File: config.mk
export PLATFORM = sky130hd
export DESIGN_NAME = servo_ramp
export DESIGN_NICKNAME = d
export VERILOG_FILES = /design/src/rtl/servo_ramp.sv
export SDC_FILE = /design/constraint.sdc
export NUM_CORES = 1
export LEC_CHECK = 0
export BUFFER_PORTS_ARGS = -buffer_cell sky130_fd_sc_hd__clkbuf_2
export CORE_UTILIZATION = 25
export DETAILED_ROUTE_END_ITERATION = 10
export GPL_TIMING_DRIVEN = 1
export REMOVE_ABC_BUFFERS = 1
export SLEW_MARGIN = 30
export SYNTH_ARGS = -nofsm -noshare
export SYNTH_HDL_FRONTEND = slang
export SYNTH_SLANG_ARGS = --single-unit
File: constraint.sdc
create_clock -name CLOCK_50 -period 4 [get_ports CLOCK_50]
set_input_delay 0.2 -clock CLOCK_50 [delete_from_list [all_inputs] [get_ports CLOCK_50]]
set_output_delay 0.2 -clock CLOCK_50 [all_outputs]
set_load 0.01 [all_outputs]
File: src/rtl/servo_ramp.sv
// Servo angle ramp: walks the output angle one degree per STEP_TICKS cycles
// toward a clamped target, then holds SETTLE_TICKS cycles before signalling completion.
module servo_ramp #(
  parameter int unsigned STEP_TICKS   = 500_000,
  parameter int unsigned SETTLE_TICKS = 250_000,
  parameter int unsigned MAX_ANGLE    = 180,
  parameter int unsigned HOME_ANGLE   = 90
) (
  input  logic       CLOCK_50,
  input  logic       reset_n,
  input  logic       enable,
  input  logic [7:0] target,
  input  logic       target_valid,
  input  logic       hold,
  output logic [7:0] angle,
  output logic       busy,
  output logic       at_target,
  output logic       clamped
);

  localparam int unsigned CNT_MAX = (STEP_TICKS > SETTLE_TICKS) ? STEP_TICKS : SETTLE_TICKS;
  localparam int unsigned CNT_W   = (CNT_MAX > 2) ? $clog2(CNT_MAX) : 1;

  localparam logic [CNT_W-1:0] STEP_LAST   = CNT_W'(STEP_TICKS - 1);
  localparam logic [CNT_W-1:0] SETTLE_LAST = CNT_W'(SETTLE_TICKS - 1);
  localparam logic [7:0]       MAX_A       = 8'(MAX_ANGLE);
  localparam logic [7:0]       HOME_A      = 8'(HOME_ANGLE);

  typedef enum logic [1:0] {
    IDLE   = 2'd0,
    MOVING = 2'd1,
    SETTLE = 2'd2
  } state_t;

  state_t           state_q, state_d;
  logic [CNT_W-1:0] cnt_q, cnt_d;
  logic [7:0]       tgt_q, tgt_d;
  logic [7:0]       angle_d;
  logic             busy_d, at_target_d, clamped_d;

  logic       load;
  logic       over_max;
  logic [7:0] tgt_clamp;
  logic [7:0] eff_tgt;
  logic [7:0] step_angle;

  // Target capture and the one-degree step toward the active target
  always_comb begin
    load      = enable & target_valid;
    over_max  = (target > MAX_A);
    tgt_clamp = over_max ? MAX_A : target;
    eff_tgt   = load ? tgt_clamp : tgt_q;
    if ((angle < eff_tgt) && (angle < MAX_A)) begin
      step_angle = angle + 8'd1;
    end else if (angle > eff_tgt) begin
      step_angle = angle - 8'd1;
    end else begin
      step_angle = angle;
    end
  end

  // Next-state and output logic; enable dominates load and hold
  always_comb begin
    state_d     = state_q;
    cnt_d       = cnt_q;
    angle_d     = angle;
    tgt_d       = load ? tgt_clamp : tgt_q;
    at_target_d = 1'b0;
    clamped_d   = load & over_max;

    if (!enable) begin
      state_d = IDLE;
      tgt_d   = angle;
      cnt_d   = '0;
    end else begin
      unique case (state_q)
        IDLE: begin
          if (load && (tgt_clamp != angle)) begin
            state_d = MOVING;
            cnt_d   = '0;
          end
        end
        MOVING: begin
          if (load && (tgt_clamp == angle)) begin
            state_d = SETTLE;
            cnt_d   = '0;
          end else if (!hold) begin
            if (cnt_q >= STEP_LAST) begin
              angle_d = step_angle;
              cnt_d   = '0;
              if (step_angle == eff_tgt) begin
                state_d = SETTLE;
              end
            end else begin
              cnt_d = cnt_q + CNT_W'(1);
            end
          end
        end
        SETTLE: begin
          if (load && (tgt_clamp != angle)) begin
            state_d = MOVING;
            cnt_d   = '0;
          end else if (!hold) begin
            if (cnt_q >= SETTLE_LAST) begin
              state_d     = IDLE;
              cnt_d       = '0;
              at_target_d = 1'b1;
            end else begin
              cnt_d = cnt_q + CNT_W'(1);
            end
          end
        end
        default: begin
          state_d = IDLE;
          cnt_d   = '0;
        end
      endcase
    end

    busy_d = (state_d == MOVING) || (state_d == SETTLE);
  end

  always_ff @(posedge CLOCK_50 or negedge reset_n) begin
    if (!reset_n) begin
      state_q   <= IDLE;
      cnt_q     <= '0;
      tgt_q     <= HOME_A;
      angle     <= HOME_A;
      busy      <= 1'b0;
      at_target <= 1'b0;
      clamped   <= 1'b0;
    end else begin
      state_q   <= state_d;
      cnt_q     <= cnt_d;
      tgt_q     <= tgt_d;
      angle     <= angle_d;
      busy      <= busy_d;
      at_target <= at_target_d;
      clamped   <= clamped_d;
    end
  end

endmodule

Word-level counts from Yosys, hierarchy flattened
Index checks and enable logic that the tools add are counted.
{ "op_classes": {"n_eq_ne": 10, "n_addsub": 3, "reduce_logical": 7, "bitwise": 4, "mux": 29, "n_lt_le_gt_ge": 6} }
{ "op_table": {"columns": ["operator", "n"], "rows": [
  ["2-to-1 mux 19 bit", 8],
  ["case mux 19 bit (3 select lines)", 1],
  ["2-to-1 mux 8 bit", 5],
  ["adder 19 x 1 -> 19 bit, second input constant", 1],
  [">= comparator 19 x 18 -> 1 bit, second input constant", 1],
  [">= comparator 19 bit, second input constant", 1],
  ["2-to-1 mux 2 bit", 9],
  ["== test 8 bit", 2],
  ["adder 8 x 1 -> 8 bit, second input constant", 1],
  ["greater-than comparator 8 bit", 1],
  ["greater-than comparator 8 bit, second input constant", 1],
  ["< comparator 8 bit", 1],
  ["< comparator 8 bit, second input constant", 1],
  ["!= test 4 bit, second input constant", 2],
  ["!= test 8 bit", 1],
  ["subtractor 8 x 1 -> 8 bit, second input constant", 1],
  ["case mux 2 bit (3 select lines)", 1],
  ["2-to-1 mux 1 bit", 5],
  ["AND reduction 5 bit", 1],
  ["== test 2 x 1 -> 1 bit, second input constant", 2],
  ["== test 2 bit, second input constant", 2],
  ["logical AND 1 bit", 3],
  ["!= test 3 bit, second input constant", 1],
  ["AND reduction 3 bit", 1],
  ["other kinds (4)", 6]
]} }
{ "totals": {"output_inout_bits": 11, "word_cells": 66, "register_bits": 40} }

Longest topological paths before layout
{ "logic_depth": {"ltp_word": 15, "depth_mapped": 17} }

Worst setup path before layout
No wires, ideal clock.
{ "synth_path": {"kind": "input port to flip-flop", "startpoint": "in target[7]", "endpoint": "reg busy", "path_buffers": 1, "slack_ps": 327, "path_stages": 13, "required_time_ps": 3906, "t_arrival_ps": 3579, "cell_sequence": "buf_2 -> and4b_1 -> a21oi_1 -> ha_1 -> and3_1 -> a21oi_1 -> o221a_2 -> o21ai_2 -> or4_1 -> a221o_1 -> or3_1 -> o311a_1 -> a211oi_1"} }
{ "synth_between": {"elab_chain_cells": 15, "word_cells_on_any_way": 24} }
{ "synth_rtl": {"columns": ["element", "line", "text"], "rows": [
  ["start, declared", "12", "input logic [7:0] target,"],
  ["greater-than comparator 8 bit", "50", "over_max = (target > MAX_A);"],
  ["2-to-1 mux 8 bit *", "51", "tgt_clamp = over_max ? MAX_A : target;"],
  ["2-to-1 mux 8 bit", null, null],
  ["greater-than comparator 8 bit or < comparator 8 bit (tied branches)", "55, 53", null],
  ["2-to-1 mux 8 bit or logical AND 1 bit (tied branches)", "55, 53", null],
  ["2-to-1 mux 8 bit", "53", "if ((angle < eff_tgt) && (angle < MAX_A)) begin"],
  ["== test 8 bit", "91", "if (step_angle == eff_tgt) begin"],
  ["2-to-1 mux 2 bit", "91", null],
  ["2-to-1 mux 2 bit", "88", "if (cnt_q >= STEP_LAST) begin"],
  ["2-to-1 mux 2 bit", "87", "end else if (!hold) begin"],
  ["2-to-1 mux 2 bit", "84", "if (load && (tgt_clamp == angle)) begin"],
  ["case mux 2 bit (3 select lines) *", "76", "unique case (state_q)"],
  ["2-to-1 mux 2 bit *", "71", "if (!enable) begin"],
  ["== test 2 x 1 -> 1 bit or == test 2 bit (tied branches)", "120", "busy_d = (state_d == MOVING) || (state_d == SETTLE);"],
  ["logical OR 1 bit *", "120", null],
  ["via busy_d", "39", "logic busy_d, at_target_d, clamped_d;"],
  ["end signal, assigned", "137", "busy <= busy_d;"],
  ["end, declared", "16", "output logic busy,"]
]} }
The timed path passes the listed nets; every way through them passes the cells marked *.
A chain may end at the register's enable or synchronous reset.

Worst setup path after layout
{ "layout_path": {"startpoint": "reg cnt_q[1]", "endpoint": "reg busy"} }
{ "layout_between": {"elab_chain_cells": 8, "word_cells_on_any_way": 13} }
{ "layout_rtl": {"columns": ["element", "line", "text"], "rows": [
  ["start, declared", "36", "logic [CNT_W-1:0] cnt_q, cnt_d;"],
  ["start signal, assigned", "134", "cnt_q <= cnt_d;"],
  [">= comparator 19 x 18 -> 1 bit or >= comparator 19 bit (tied branches)", "104, 88", null],
  ["2-to-1 mux 2 bit (on tied branches)", "104, 88", null],
  ["2-to-1 mux 2 bit (on tied branches)", "103, 87", null],
  ["2-to-1 mux 2 bit (on tied branches)", "100, 84", null],
  ["case mux 2 bit (3 select lines) *", "76", null],
  ["2-to-1 mux 2 bit *", "71", null],
  ["== test 2 x 1 -> 1 bit or == test 2 bit (tied branches)", "120", null],
  ["logical OR 1 bit *", "120", null],
  ["via busy_d", "39", null]
]} }
Marks and branches as above.

==> results.toml <==
[outcome]
status = "complete, no violations"

[synth]
post-synth-top-area-cell = "sky130_fd_sc_hd__dfrtp_1"
yosysWarningCount = 0
postSynthCellCount = 437
most_frequently_used_flop_master_after_synthesis = "sky130_fd_sc_hd__dfrtp_1"
library_cell_with_the_highest_instance_count_after_synthesis = "sky130_fd_sc_hd__nor2_1"
synth.area.top_cells = "sky130_fd_sc_hd__dfrtp_1 22%, sky130_fd_sc_hd__dfstp_2 5.9%, sky130_fd_sc_hd__o21ai_0 5.3%, sky130_fd_sc_hd__nor2_1 4.8%, sky130_fd_sc_hd__ha_1 4.6%"
syn-cell-area_um2 = 3570
yosys.area.top_type_share_pct = 22.4
synth-seq-area-share_pct = 28.3
synth_async_sr_flop_share_pct = 100
synth-edff-count = 0
yosys_register_bits = 40
synthesis.area_per_instance_um2 = 8.18
synth.top_cells.by_count = "46 x sky130_fd_sc_hd__nor2_1, 38 x sky130_fd_sc_hd__o21ai_0, 32 x sky130_fd_sc_hd__dfrtp_1, 27 x sky130_fd_sc_hd__a21oi_1, 24 x sky130_fd_sc_hd__nand2_1"
yosys.cell_types.count = 74

[worst_setup_path]
worstReg2RegStart = "cnt_q[1]$_DFFE_PN0P_"
worst-setup-path-type = "reg2reg"
cp-start-kind = "flop"
worstPathMaxFanout = 4
critPathRequiredTime_ps = 4200
critical_path.startpoint = "cnt_q[1]$_DFFE_PN0P_"
worstPathArrival_ps = 3820
worstSetupEndpointType = "flop"

[grt]
grtUsageTotal_pct = 15.3
grt_start_max_net_pins = 41
antenna_found_initial = 0
grt.overflow.total = 0
grt_first_pass_wirelength_mm = 17.7
first_global_vias = 3443

[timing]
max_clock_freq_mhz = 276
post-route-period-util_pct = 90.4
unrepaired_setup_endpoints_after_global_routing = "no"
worst-slew-pin-transition_ps = 585
timing.clock.skew_ps = 4.83
slew_viol_final = 0
finalSetupViolations = 0
totalNegativeSetupSlack_ps = 0
hold-worst-slack_ps = 286
finalHoldViolations = 0
finalWorstPathRequiredPeriod_ps = 3620
slew_headroom_pct = 61.0

[detailed_routing]
routed_via_density = 5.49
via_count = 3560
routed_wirelength_mm = 10.4
drc_errors = 0
drc_violation_total_after_the_first_tritonroute_iteration = 370
routedWlPerCell_um = 16.1
first_pass_iters = 5
antenna_left = 0

[clock_network]
tritoncts.num_buffers = 5
cts_tree = "built"
worstSkewPairLatency_ps = 290
cts.clk_slew.worst_paths_ps = 60
ctsLongestPathBuffers = 2
cts.sink_count = 40
cts_setup_buffers = 0
clock_tree.htree_level_count = 2
clock_root_buffer = "sky130_fd_sc_hd__clkbuf_16"

[min_path]
min-delay-start = "enable"
holdCritPathClass = "in2reg"

[placed_design]
port_buffers = 23
detailedPlacementHpwl_mm = 7.86
place.gp.congestion = 0.935

[power]
p_leak_nw = 1.75
power_per_cell_area_nw_per_um2 = 259
peakVddDrop_uv = 146

[die]
number_of_rows_created_at_floorplan = 43
start_util_pct = 25.6
io_pins = 24
core_um2 = 13900
die_y_um = 122
die_area_um2 = 14800
die_w_um = 122

[layout]
multiInputGateArea_um2 = 2370
design.final.nets = 494
drive_above_1_share_pct = 17.1
n_antenna_cell = 0
area.sequential_um2 = 1010
synthToLayoutAreaGrowth_pct = 15.5
filler_cell_count = 1476

[run]
max-cap-violations = 0
==> area by class of cell <==
cell class	count	share of cell area, %
inverters	21	1.91
well taps	180	5.46
multi-input cells	352	57.3
clock buffers	7	3.21
clock inverters	1	0.121
flip-flops and latches	40	24.5
repair buffers	48	7.46
==> worst max-delay path, cell delays in order (launching register included) <==
cell and delay (ps):
sky130_fd_sc_hd__dfrtp_1 400, sky130_fd_sc_hd__ha_1 250, sky130_fd_sc_hd__nand3_2 130, sky130_fd_sc_hd__o41ai_2 210, sky130_fd_sc_hd__a31oi_1 130, sky130_fd_sc_hd__a211o_1 360
sky130_fd_sc_hd__or3_1 370, sky130_fd_sc_hd__or4_1 400, sky130_fd_sc_hd__a221o_1 340, sky130_fd_sc_hd__or3_1 360, sky130_fd_sc_hd__o311a_1 360, sky130_fd_sc_hd__a211oi_1 210
==> path summary, 6_finish.rpt <==
kind | end | slack (ps) | cells past startpoint
max | busy$_DFF_PN0_ | 380 | 11
min | tgt_q[3]$_DFF_PN1_ | 290 | 3
max reg2reg | busy$_DFF_PN0_ | 380 | 11
min in group asynchronous | cnt_q[11]$_DFFE_PN0P_ | 460 | 2
min reg2reg | cnt_q[11]$_DFFE_PN0P_ | 530 | 1
max in group asynchronous | cnt_q[2]$_DFFE_PN0P_ | 3140 | 2
==> layer usage <==
layer	part of all wire, %	vias up	GRT usage, %
met3	6.2	15	2.53
met4	1.7	0	6.40
li1	-	1708	-
met1	47	1720	20.6
met5	0	-	0
met2	45	117	24.0
==> registers in the layout (all words and copies together), names as in the netlist <==
name,count
at_target,1
clamped,1
angle,8
state_q,2
tgt_q,8
cnt_q,19
busy,1
==> logic make-up (layout without fill, tap and decap cells) <==
kind of cell / after synthesis / in the layout / share of synthesized area, %
compound gates: 146 / 146 / 28.7
xor+xnor: 19 / 19 / 5.39
fa+ha+maj: 15 / 15 / 5.15
buf+inv: 45 / 77 / 5.50
flops: 40 / 40 / 28.3
mux: 9 / 9 / 2.52
simple gates: 163 / 163 / 24.5
==> metrics by stage <==
stage / cells / setup WS (ps) / total power, mW / util [%] / instance area [um2]
CTS: 649 / 374 / 1.08 / 29.6 / 4130
floorplan: 413 / 282 / 0.578 / - / 3460
global placement: 640 / 192 / 0.665 / 28.5 / 3980
finish: 649 / 382 / 1.07 / 29.6 / 4130
detailed placement: 640 / 157 / 0.669 / 28.6 / 3980
global route: 649 / 17.1 / 1.13 / 29.6 / 4130
==> where the power goes <==
| part | switching, mW | total [mW] | internal (mW) |
|---|---|---|---|
| Sequential | 0.00441 | 0.419 | 0.415 |
| Combinational | 0.149 | 0.247 | 0.0973 |
| Clock | 0.172 | 0.403 | 0.231 |
| Total | 0.326 | 1.07 | 0.743 |
==> what timing repair did <==
action                    in CTS  in global routing
gates resized for setup        0                  0
hold buffers                   1                  0
hold endpoints to repair      32                  0
==> placed cells by master, fill, tap and decap left out, types with 4 or more instances in the layout <==
cell / instances
sky130_fd_sc_hd__a211oi_1: 8
sky130_fd_sc_hd__nand3_1: 11
sky130_fd_sc_hd__nand4_1: 7
sky130_fd_sc_hd__o31ai_1: 11
sky130_fd_sc_hd__ha_1: 13
sky130_fd_sc_hd__nor2_1: 46
sky130_fd_sc_hd__nor4_1: 6
sky130_fd_sc_hd__nand2b_1: 14
sky130_fd_sc_hd__nand2_1: 24
sky130_fd_sc_hd__dfstp_2: 8
sky130_fd_sc_hd__mux2i_1: 9
sky130_fd_sc_hd__xor2_1: 5
sky130_fd_sc_hd__clkbuf_2: 22
sky130_fd_sc_hd__or3_1: 6
sky130_fd_sc_hd__inv_1: 21
sky130_fd_sc_hd__xnor2_1: 12
sky130_fd_sc_hd__o21ai_0: 38
sky130_fd_sc_hd__buf_4: 24
sky130_fd_sc_hd__dfrtp_1: 32
sky130_fd_sc_hd__o211ai_1: 5
sky130_fd_sc_hd__clkbuf_16: 5
sky130_fd_sc_hd__or4_1: 4
sky130_fd_sc_hd__a21oi_1: 27
sky130_fd_sc_hd__and3_1: 19
sky130_fd_sc_hd__nor3_1: 5
sky130_fd_sc_hd__a31oi_1: 6
(Power assumes the default switching activity.)
